File: config.mk
export PLATFORM = sky130hd
export DESIGN_NAME = fp32_seq_divider_flat
export DESIGN_NICKNAME = d
export VERILOG_FILES = /design/src/rtl/fp32_seq_divider_if.sv /design/src/rtl/fp32_seq_divider.sv /design/src/flat_wrapper.sv
export SDC_FILE = /design/constraint.sdc
export NUM_CORES = 1
export LEC_CHECK = 0
export CORE_ASPECT_RATIO = 1.1
export CORE_MARGIN = 1
export CORE_UTILIZATION = 40
export CTS_BUF_LIST = sky130_fd_sc_hd__clkbuf_16
export CTS_CLUSTER_DIAMETER = 60
export DETAILED_ROUTE_END_ITERATION = 10
export GPL_ROUTABILITY_DRIVEN = 1
export GPL_TIMING_DRIVEN = 0
export PLACE_DENSITY = 0.6
export SLEW_MARGIN = 20
export SYNTH_ARGS = -nofsm -noshare
export SYNTH_HDL_FRONTEND = slang
export SYNTH_SLANG_ARGS = --single-unit
File: constraint.sdc
create_clock -name clk -period 2.9 [get_ports clk]
set_input_delay 0.58 -clock clk [delete_from_list [all_inputs] [get_ports clk]]
set_output_delay 0.58 -clock clk [all_outputs]
set_load 0.1 [all_outputs]
File: src/rtl/fp32_seq_divider_if.sv
// Start/busy/done handshake and operand/result bundle for the sequential FP32 divider.
interface fp32_seq_divider_if #(
  parameter int unsigned W = 32
);
  logic         start;
  logic [W-1:0] a;
  logic [W-1:0] b;
  logic         busy;
  logic         done;
  logic [W-1:0] result;
  logic         div_by_zero;
  logic         overflow;
  logic         underflow;

  modport master (
    output start, a, b,
    input  busy, done, result, div_by_zero, overflow, underflow
  );

  modport slave (
    input  start, a, b,
    output busy, done, result, div_by_zero, overflow, underflow
  );
endinterface

File: src/rtl/fp32_seq_divider.sv
// Iterative IEEE-754 single-precision divider, one restoring quotient bit per clock.
// Optional round-to-nearest-even (one extra guard iteration) enabled by defining FP_DIV_ROUND_EN.
module fp32_seq_divider #(
  parameter int unsigned EXP_W  = 8,
  parameter int unsigned MANT_W = 23,
  parameter int unsigned BIAS   = 127
) (
  input  logic                clk,
  input  logic                rst_n,
  fp32_seq_divider_if.slave   bus
);

  localparam int unsigned W     = 1 + EXP_W + MANT_W;
  localparam int unsigned SIG_W = MANT_W + 1;
  localparam int unsigned REM_W = MANT_W + 2;
`ifdef FP_DIV_ROUND_EN
  localparam int unsigned N_DIV = MANT_W + 3;
`else
  localparam int unsigned N_DIV = MANT_W + 2;
`endif
  localparam int unsigned Q_W       = N_DIV;
  localparam int unsigned E_W       = EXP_W + 2;
  localparam int unsigned CNT_W     = $clog2(N_DIV);
  localparam int unsigned EXP_MAX_I = (1 << EXP_W) - 1;
  localparam logic [EXP_W-1:0] EXP_ONES = '1;
  localparam logic [W-1:0]     QNAN     = {1'b0, EXP_ONES, 1'b1, (MANT_W-1)'(0)};

  typedef enum logic [1:0] {
    S_IDLE   = 2'd0,
    S_SETUP  = 2'd1,
    S_DIVIDE = 2'd2,
    S_PACK   = 2'd3
  } state_t;

  state_t             state_q, state_d;
  logic [W-1:0]       a_q, a_d;
  logic [W-1:0]       b_q, b_d;
  logic               sign_q, sign_d;
  logic [E_W-1:0]     exp_q, exp_d;
  logic [REM_W-1:0]   rem_q, rem_d;
  logic [SIG_W-1:0]   dvs_q, dvs_d;
  logic [Q_W-1:0]     quo_q, quo_d;
  logic [CNT_W-1:0]   cnt_q, cnt_d;
  logic               spec_q, spec_d;
  logic [W-1:0]       spec_res_q, spec_res_d;
  logic               spec_dbz_q, spec_dbz_d;
  logic               busy_q, busy_d;
  logic               done_q, done_d;
  logic [W-1:0]       result_q, result_d;
  logic               dbz_q, dbz_d;
  logic               ovf_q, ovf_d;
  logic               udf_q, udf_d;

  // Operand field decode, used while in SETUP
  logic [EXP_W-1:0]   ea, eb;
  logic [MANT_W-1:0]  ma, mb;
  logic               a_zero, b_zero, a_inf, b_inf, a_nan, b_nan;
  logic               sign_c;

  always_comb begin
    ea     = a_q[W-2 -: EXP_W];
    eb     = b_q[W-2 -: EXP_W];
    ma     = a_q[MANT_W-1:0];
    mb     = b_q[MANT_W-1:0];
    sign_c = a_q[W-1] ^ b_q[W-1];
    a_zero = (ea == '0);
    b_zero = (eb == '0);
    a_inf  = (ea == EXP_ONES) && (ma == '0);
    b_inf  = (eb == EXP_ONES) && (mb == '0);
    a_nan  = (ea == EXP_ONES) && (ma != '0);
    b_nan  = (eb == EXP_ONES) && (mb != '0);
  end

  // Restoring step and pack/normalise datapath
  logic               rem_ge;
  logic [REM_W-1:0]   rem_diff;
  logic               norm;
  logic [MANT_W-1:0]  mant_t, mant_f;
  logic [E_W-1:0]     exp_t, exp_f;
`ifdef FP_DIV_ROUND_EN
  logic               guard, sticky, round_up;
  logic [MANT_W:0]    mant_sum;
`endif

  always_comb begin
    rem_ge   = (rem_q >= {1'b0, dvs_q});
    rem_diff = rem_ge ? (rem_q - {1'b0, dvs_q}) : rem_q;
    norm     = quo_q[Q_W-1];
    mant_t   = norm ? quo_q[Q_W-2 -: MANT_W] : quo_q[Q_W-3 -: MANT_W];
    exp_t    = norm ? exp_q : (exp_q - E_W'(1));
`ifdef FP_DIV_ROUND_EN
    guard    = norm ? quo_q[Q_W-2-MANT_W] : quo_q[Q_W-3-MANT_W];
    sticky   = (rem_q != '0) | (norm & quo_q[0]);
    round_up = guard & (sticky | mant_t[0]);
    mant_sum = {1'b0, mant_t} + (MANT_W+1)'(round_up);
    mant_f   = mant_sum[MANT_W-1:0];
    exp_f    = exp_t + E_W'(mant_sum[MANT_W]);
`else
    mant_f   = mant_t;
    exp_f    = exp_t;
`endif
  end

  always_comb begin
    state_d    = state_q;
    a_d        = a_q;
    b_d        = b_q;
    sign_d     = sign_q;
    exp_d      = exp_q;
    rem_d      = rem_q;
    dvs_d      = dvs_q;
    quo_d      = quo_q;
    cnt_d      = cnt_q;
    spec_d     = spec_q;
    spec_res_d = spec_res_q;
    spec_dbz_d = spec_dbz_q;
    busy_d     = busy_q;
    done_d     = 1'b0;
    result_d   = result_q;
    dbz_d      = dbz_q;
    ovf_d      = ovf_q;
    udf_d      = udf_q;

    unique case (state_q)
      S_IDLE: begin
        if (bus.start && !busy_q) begin
          a_d     = bus.a;
          b_d     = bus.b;
          dbz_d   = 1'b0;
          ovf_d   = 1'b0;
          udf_d   = 1'b0;
          busy_d  = 1'b1;
          state_d = S_SETUP;
        end
      end

      S_SETUP: begin
        sign_d     = sign_c;
        exp_d      = E_W'(ea) - E_W'(eb) + E_W'(BIAS);
        rem_d      = {1'b0, 1'b1, ma};
        dvs_d      = {1'b1, mb};
        quo_d      = '0;
        cnt_d      = '0;
        spec_d     = 1'b1;
        spec_dbz_d = 1'b0;
        spec_res_d = '0;
        // Special-value priority: NaN-producing, x/0, inf/x, then zero results
        if (a_nan || b_nan || (a_zero && b_zero) || (a_inf && b_inf)) begin
          spec_res_d = QNAN;
        end else if (b_zero && !a_inf) begin
          spec_res_d = {sign_c, EXP_ONES, MANT_W'(0)};
          spec_dbz_d = 1'b1;
        end else if (a_inf) begin
          spec_res_d = {sign_c, EXP_ONES, MANT_W'(0)};
        end else if (b_inf || a_zero) begin
          spec_res_d = {sign_c, (W-1)'(0)};
        end else begin
          spec_d = 1'b0;
        end
        state_d = S_DIVIDE;
      end

      S_DIVIDE: begin
        rem_d = {rem_diff[REM_W-2:0], 1'b0};
        quo_d = {quo_q[Q_W-2:0], rem_ge};
        cnt_d = cnt_q + CNT_W'(1);
        if (cnt_q == CNT_W'(N_DIV - 1)) begin
          state_d = S_PACK;
        end
      end

      S_PACK: begin
        done_d  = 1'b1;
        busy_d  = 1'b0;
        state_d = S_IDLE;
        if (spec_q) begin
          result_d = spec_res_q;
          dbz_d    = spec_dbz_q;
        end else if (!exp_f[E_W-1] && (exp_f >= E_W'(EXP_MAX_I))) begin
          result_d = {sign_q, EXP_ONES, MANT_W'(0)};
          ovf_d    = 1'b1;
        end else if (exp_f[E_W-1] || (exp_f == '0)) begin
          result_d = {sign_q, (W-1)'(0)};
          udf_d    = 1'b1;
        end else begin
          result_d = {sign_q, exp_f[EXP_W-1:0], mant_f};
        end
      end

      default: state_d = S_IDLE;
    endcase
  end

  always_ff @(posedge clk or negedge rst_n) begin
    if (!rst_n) begin
      state_q    <= S_IDLE;
      a_q        <= '0;
      b_q        <= '0;
      sign_q     <= 1'b0;
      exp_q      <= '0;
      rem_q      <= '0;
      dvs_q      <= '0;
      quo_q      <= '0;
      cnt_q      <= '0;
      spec_q     <= 1'b0;
      spec_res_q <= '0;
      spec_dbz_q <= 1'b0;
      busy_q     <= 1'b0;
      done_q     <= 1'b0;
      result_q   <= '0;
      dbz_q      <= 1'b0;
      ovf_q      <= 1'b0;
      udf_q      <= 1'b0;
    end else begin
      state_q    <= state_d;
      a_q        <= a_d;
      b_q        <= b_d;
      sign_q     <= sign_d;
      exp_q      <= exp_d;
      rem_q      <= rem_d;
      dvs_q      <= dvs_d;
      quo_q      <= quo_d;
      cnt_q      <= cnt_d;
      spec_q     <= spec_d;
      spec_res_q <= spec_res_d;
      spec_dbz_q <= spec_dbz_d;
      busy_q     <= busy_d;
      done_q     <= done_d;
      result_q   <= result_d;
      dbz_q      <= dbz_d;
      ovf_q      <= ovf_d;
      udf_q      <= udf_d;
    end
  end

  assign bus.busy        = busy_q;
  assign bus.done        = done_q;
  assign bus.result      = result_q;
  assign bus.div_by_zero = dbz_q;
  assign bus.overflow    = ovf_q;
  assign bus.underflow   = udf_q;

endmodule
File: src/flat_wrapper.sv
// flat-port wrapper written by rule: the top's interface ports become plain ports
module fp32_seq_divider_flat 
#(
  parameter int unsigned EXP_W  = 8,
  parameter int unsigned MANT_W = 23,
  parameter int unsigned BIAS   = 127
)
  (clk, rst_n, bus_start, bus_a, bus_b, bus_busy, bus_done, bus_result, bus_div_by_zero, bus_overflow, bus_underflow);
  fp32_seq_divider_if bus_i ();
  input  logic clk;
  input  logic rst_n;
  input wire logic [$bits(bus_i.start)-1:0] bus_start;
  input wire logic [$bits(bus_i.a)-1:0] bus_a;
  input wire logic [$bits(bus_i.b)-1:0] bus_b;
  output wire logic [$bits(bus_i.busy)-1:0] bus_busy;
  output wire logic [$bits(bus_i.done)-1:0] bus_done;
  output wire logic [$bits(bus_i.result)-1:0] bus_result;
  output wire logic [$bits(bus_i.div_by_zero)-1:0] bus_div_by_zero;
  output wire logic [$bits(bus_i.overflow)-1:0] bus_overflow;
  output wire logic [$bits(bus_i.underflow)-1:0] bus_underflow;
  assign bus_i.start = bus_start;
  assign bus_i.a = bus_a;
  assign bus_i.b = bus_b;
  assign bus_busy = bus_i.busy;
  assign bus_done = bus_i.done;
  assign bus_result = bus_i.result;
  assign bus_div_by_zero = bus_i.div_by_zero;
  assign bus_overflow = bus_i.overflow;
  assign bus_underflow = bus_i.underflow;
  fp32_seq_divider #(.EXP_W(EXP_W), .MANT_W(MANT_W), .BIAS(BIAS)) u_core (.clk(clk), .rst_n(rst_n), .bus(bus_i));
endmodule
== Word-level counts from Yosys, hierarchy flattened ==
Index checks and enable logic that the tools add are counted.

* Add/sub/neg operators: 5
* Order comparisons: 2
* Equal/unequal tests: 13
* Muxes and demuxes: 35
* Bitwise operators: 1
* Reductions and logical operators: 33

{| class="wikitable"
|+ Operator list
! kind !! count
|-
| 32-bit two-way mux || 5
|-
| 25-bit one-hot mux with 2 select lines || 2
|-
| 31-bit two-way mux || 2
|-
| 23-bit logical NOT || 2
|-
| 23-bit nonzero test || 2
|-
| 25-bit by 24-bit >= comparator with 1-bit output || 1
|-
| 24-bit two-way mux || 1
|-
| 24-bit subtractor || 1
|-
| 23-bit two-way mux || 1
|-
| 8-bit equality test, second input constant || 2
|-
| 8-bit logical NOT || 2
|-
| 1-bit two-way mux || 15
|-
| 10-bit by 7-bit adder with 10-bit output, second input constant || 1
|-
| 10-bit by 8-bit >= comparator with 1-bit output, second input constant || 1
|-
| 10-bit logical NOT || 1
|-
| 10-bit two-way mux || 1
|-
| 2-bit by 1-bit != test with 1-bit output, second input constant || 5
|-
| 5-bit one-hot mux with 2 select lines || 1
|-
| 10-bit by 1-bit subtractor with 10-bit output, second input constant || 1
|-
| 1-bit logical AND || 9
|-
| 8-bit by 8-bit subtractor with 9-bit output || 1
|-
| 1-bit one-hot mux with 2 select lines || 4
|-
| 2-bit one-hot mux with 4 select lines || 1
|-
| 2-bit AND reduction || 3
|-
| 14 further kinds || 24
|}

* Bits in registers: 227
* Bits of input ports: 67
* Output and inout bits: 37
* Word-level logic and storage cells: 107

== Logic depth before layout (Yosys ltp) ==
* Word-level depth: 8
* Depth in mapped cells: 13
* Depth with buffers taken out: 12

== Worst setup path after synthesis ==
No wires, ideal clock.

* Kind: register to register
* From: register u_core.a_q[23]
* To: register u_core.exp_q[8]
* Setup time: 0.065 ns
* Arrival: 2.639 ns
* Required time: 2.835 ns
* Setup slack: 0.196 ns
* Cell stages (with the launch flop): 13
* Path buffers: 0
* Clock period less this slack: 2.704 ns
* Cell sequence: dfrtp_1 -> inv_1 -> ha_1 -> inv_1 -> fa_1 -> a21o_1 -> a21oi_1 -> o21ai_0 -> o211ai_1 -> nand2_1 -> or4_1 -> a2111oi_0 -> a211o_1

* Word-level cells in the longest chain between the ends: 2

{| class="wikitable"
|+ RTL lines
! item !! line !! text
|-
| start, declared || fp32_seq_divider.sv:36 || <nowiki>logic [W-1:0] a_q, a_d;</nowiki>
|-
| start signal, assigned || fp32_seq_divider.sv:197 || <nowiki>a_q <= '0;</nowiki>
|-
| start signal, assigned || fp32_seq_divider.sv:216 || <nowiki>a_q <= a_d;</nowiki>
|-
| 8-bit by 8-bit subtractor with 9-bit output || fp32_seq_divider.sv:139 || <nowiki>exp_d = E_W'(ea) - E_W'(eb) + E_W'(BIAS);</nowiki>
|-
| 10-bit by 7-bit adder with 10-bit output || fp32_seq_divider.sv:139 ||
|-
| end signal, assigned || fp32_seq_divider.sv:219 || <nowiki>exp_q <= exp_d;</nowiki>
|-
| end, declared || fp32_seq_divider.sv:39 || <nowiki>logic [E_W-1:0] exp_q, exp_d;</nowiki>
|}

No other way between the ends.
A chain may end at the register's enable or synchronous reset.

== Worst setup path in the final report ==
* From: register u_core.rem_q[8]
* To: register u_core.rem_q[8]

* Word-level cells in the longest chain between the ends: 3

{| class="wikitable"
|+ RTL lines
! item !! line !! text
|-
| start, declared || fp32_seq_divider.sv:40 || <nowiki>logic [REM_W-1:0] rem_q, rem_d;</nowiki>
|-
| start signal, assigned || fp32_seq_divider.sv:220 || <nowiki>rem_q <= rem_d;</nowiki>
|-
| 25-bit by 24-bit >= comparator with 1-bit output || fp32_seq_divider.sv:86 || <nowiki>rem_ge = (rem_q >= {1'b0, dvs_q});</nowiki>
|-
| 24-bit two-way mux || fp32_seq_divider.sv:87 || <nowiki>rem_diff = rem_ge ? (rem_q - {1'b0, dvs_q}) : rem_q;</nowiki>
|-
| 25-bit one-hot mux with 2 select lines || fp32_seq_divider.sv:124 || <nowiki>unique case (state_q)</nowiki>
|}

No other way between the ends.

==> flow_metrics.env <==
export IMPL_outcome="finished, final reports clean"
export IMPL_fmax_mhz=352
export IMPL_fin_setup_tns_ps=0
export IMPL_power_switching_w=0.00839
export IMPL_crit_path_end_kind="flip-flop"
export IMPL_path_clk_slew_ps=70
export IMPL_cts_sinks=198
export IMPL_cts_inserted_buffers=17
export IMPL_antenna_found_initial=0
export IMPL_synth_seq_cells=198
export IMPL_postRouteAntennaNets=0
export IMPL_cp_max_fo=6
export IMPL_rsz0062_at_grt="yes"
export IMPL_crit_buf_inv=3
export IMPL_grt_overflow=0
export IMPL_grt_max_degree=96
export IMPL_finalCriticalPeriod_ps=2840
export IMPL_viasPerCell=5.34
export IMPL_max_vdd_ir_drop_mv=0.835
export IMPL_yosys_warnings=0
export IMPL_die_w_um=159
export IMPL_synth_cell_area_um2=10800
export IMPL_grt_pass1_vias=8621
export IMPL_drt_iter0_drc=519
export IMPL_rows=62
export IMPL_dr_pass1_iters=5
export IMPL_remaining_drc_errors=0
export IMPL_clk_latency_ps=440
export IMPL_yosysSeqAreaShare_pct=45.8
export IMPL_syn_area_per_cell_um2=9.83
export IMPL_switching_share_pct=47.2
export IMPL_ios=104
export IMPL_drv_max_cap_violation_count=0
export IMPL_setup_viol=0
export IMPL_die_area_um2=27700
export IMPL_synth_cell_types=70
export IMPL_grt_pass1_wl_mm=43.7
export IMPL_arrival_ps=3140
export IMPL_hpwl_mm=19.6
export IMPL_hold_path_class="in2async"
export IMPL_cts_buffer_depth=2
export IMPL_cp_slowest_cell="or4_4"
export IMPL_r2r_setup_slack_ps=60
export IMPL_cts_tree="done"
export IMPL_drt_wl_total_mm=26.5
export IMPL_cp_cell_sequence="ha_4 > buf_6 > nand4_1 > or4_4 > nor4_4 > nor3_2 > a21boi_2 > a31oi_4 > buf_8 > buf_12 > mux2i_2 > o21ai_1"
export IMPL_cp_start_kind="flip-flop"
export IMPL_intPower_w=0.00937
export IMPL_synth_flop_cell="dfrtp_1"
export IMPL_num_vias=8545
export IMPL_core_um2=26400
export IMPL_tightest_slew_ps=969
export IMPL_final_max_slew_viol_count=0
export IMPL_synthToLayoutAreaGrowth_pct=22.6
export IMPL_die_y_um=175
export IMPL_diodes=0
export IMPL_drive_gt1_share_pct=14.2
export IMPL_worstPathRequired_ps=3200
export IMPL_pwr_share_comb_pct=61.0
export IMPL_max_stage_delay_ps=590
export IMPL_crit_type="reg2reg"
export IMPL_synth_edff_count=0
export IMPL_final_nets=1345
export IMPL_port_buffers=103
export IMPL_skew_ps=9.54
export IMPL_pwr_share_seq_pct=26.4
export IMPL_ys_async_sr_fraction_pct=100
export IMPL_globalplace_congestion=0.861
export IMPL_power_density_nw_per_um2=1340
export IMPL_cts_root_buf="clkbuf_16"
export IMPL_slew_headroom_pct=35.2
export IMPL_syn_num_nets=1211
export IMPL_leakagePower_nw=5.45
export IMPL_dpl_cell_area_um2=12400
export IMPL_p_clk_share_pct=12.6
export IMPL_netlist_instances=1101
export IMPL_final_util_pct=50.3
export IMPL_grt_use_total_pct=19.6
export IMPL_critical_path_top_delay_family="simple AND/OR/NAND/NOR gates"
export IMPL_final_area_um2=13300
export IMPL_hold_violations=0
export IMPL_period_share_pct=97.9
export IMPL_start_util_pct=41.0
export IMPL_post_drt_wl_per_cell_um=16.6
export IMPL_p_total_w=0.0178
export IMPL_cts_htree_levels=4
-- state kept, by name (all words and copies together), names as in the netlist, 2 cells and up --
name and cells:
u_core.state_q 2, u_core.a_q 32, u_core.spec_res_q 3, u_core.bus.result 32
u_core.rem_q 25, u_core.quo_q 25, u_core.cnt_q 5, u_core.dvs_q 24
u_core.b_q 32, u_core.exp_q 10
-- cell usage after synthesis, types with 6 or more instances --
master     instances  area [um^2]
dfrtp_1          198         4950
nand3_1           41          205
and3_1             6         37.5
nor2_1            49          184
a21o_1             6         45.0
nor2b_1           12         75.1
a31oi_1            9         56.3
o21a_1             9         67.6
o21ai_0          122          611
ha_1              41          513
xnor2_1           24          210
clkbuf_1          45          169
nor3_1            20          100
xor2_1            10         87.6
or4_1              6         45.0
nor4_1            18          113
nand4_1           13         81.3
o2bb2ai_1         18          158
inv_1            102          383
a2bb2oi_1          6         52.6
a21oi_1           54          270
nand2_1           73          274
mux2_2            70          788
and2_1             7         43.8
mux2i_1           45          450
nand3b_1           7         52.6
buf_2              6         30.0
-- power by group through the flow --
stage,clock (W),combinational [W],sequential [W]
6_report,0.00224,0.0108,0.00469
4_1_cts,0.00230,0.0103,0.00468
3_3_place_gp,0,0.00963,0.00472
3_5_place_dp,0,0.00977,0.00475
2_1_floorplan,0,0.00676,0.00518
5_1_grt,0.00240,0.0120,0.00482
-- per-stage QoR --
step           instances  worst slack (ps)  hold slack (ps)
6_report            1600              60.2             20.4
5_1_grt             1600             -60.8             39.9
4_1_cts             1594              2.00             21.1
3_5_place_dp        1558              -555              440
3_3_place_gp        1556             -7290              437
2_1_floorplan       1101               196              284
-- final cells by class --
| cell class | count | area (um^2) |
|---|---|---|
| plain buffers | 55 | 294 |
| inverters | 103 | 390 |
| repair buffers | 118 | 1200 |
| flip-flops and latches | 198 | 4960 |
| clock inverters | 15 | 114 |
| fillers | 2498 | 13100 |
| clock buffers | 17 | 425 |
| multi-input cells | 742 | 5450 |
| well taps | 352 | 440 |
-- layer usage --
metal / GRT usage [%] / vias up / wire, um
li1: - / 4186 / -
met4: 5.87 / 0 / 373
met2: 34.4 / 130 / 13400
met1: 25.1 / 4204 / 12000
met3: 2.72 / 25 / 710
met5: 0 / - / 0
-- placed cells by master, fill, tap and decap left out, types with 4 or more instances in the layout --
cell	count
nor2_1	49
nor3_1	18
ha_1	35
buf_4	12
o21ai_0	115
xnor2_1	24
clkbuf_1	40
or4_1	4
nor4_1	17
clkdlybuf4s50_1	102
buf_6	6
clkbuf_16	17
a21oi_2	7
mux2_2	70
dfrtp_1	197
o2bb2ai_1	18
inv_6	8
o21a_1	9
a21oi_1	46
nand3_1	39
nand3b_1	7
o21ai_1	8
a31oi_1	8
inv_1	103
nand2_1	72
nand4_1	13
nor2b_1	12
o22ai_1	4
xor2_1	10
o2bb2ai_2	5
a2bb2oi_1	6
and2_1	6
nand2b_1	5
and3_1	6
mux2i_1	43
a21o_1	6
ha_4	4
-- repair_timing --
action,in CTS,in global routing
resized for setup,21,45
hold endpoints to repair,0,0
pin swaps,4,14
endpoints found under the setup margin,46,49
setup buffers,6,7
hold buffers,0,0
-- cell families after synthesis --
family	count (synthesis)	share of synthesized area (%)
simple gates	276	13.1
compound gates	274	15.8
fa+ha+maj	43	5.11
mux	115	11.4
xor+xnor	34	2.75
buf+inv	161	6.01
flops	198	45.8
-- final timing paths --
check	startpoint	end	cells after the start
worst min register to register	u_core.dvs_q[23]	u_core.dvs_q[23]	2
worst max register to register	u_core.rem_q[8]	u_core.rem_q[8]	12
worst max-delay path	u_core.rem_q[8]	u_core.rem_q[8]	12
max in group asynchronous	rst_n	u_core.a_q[19]	2
min in group clk	u_core.dvs_q[23]	u_core.dvs_q[23]	2
worst min-delay path	rst_n	u_core.a_q[27]	1
Note: power is estimated with default switching activity, not from simulation.
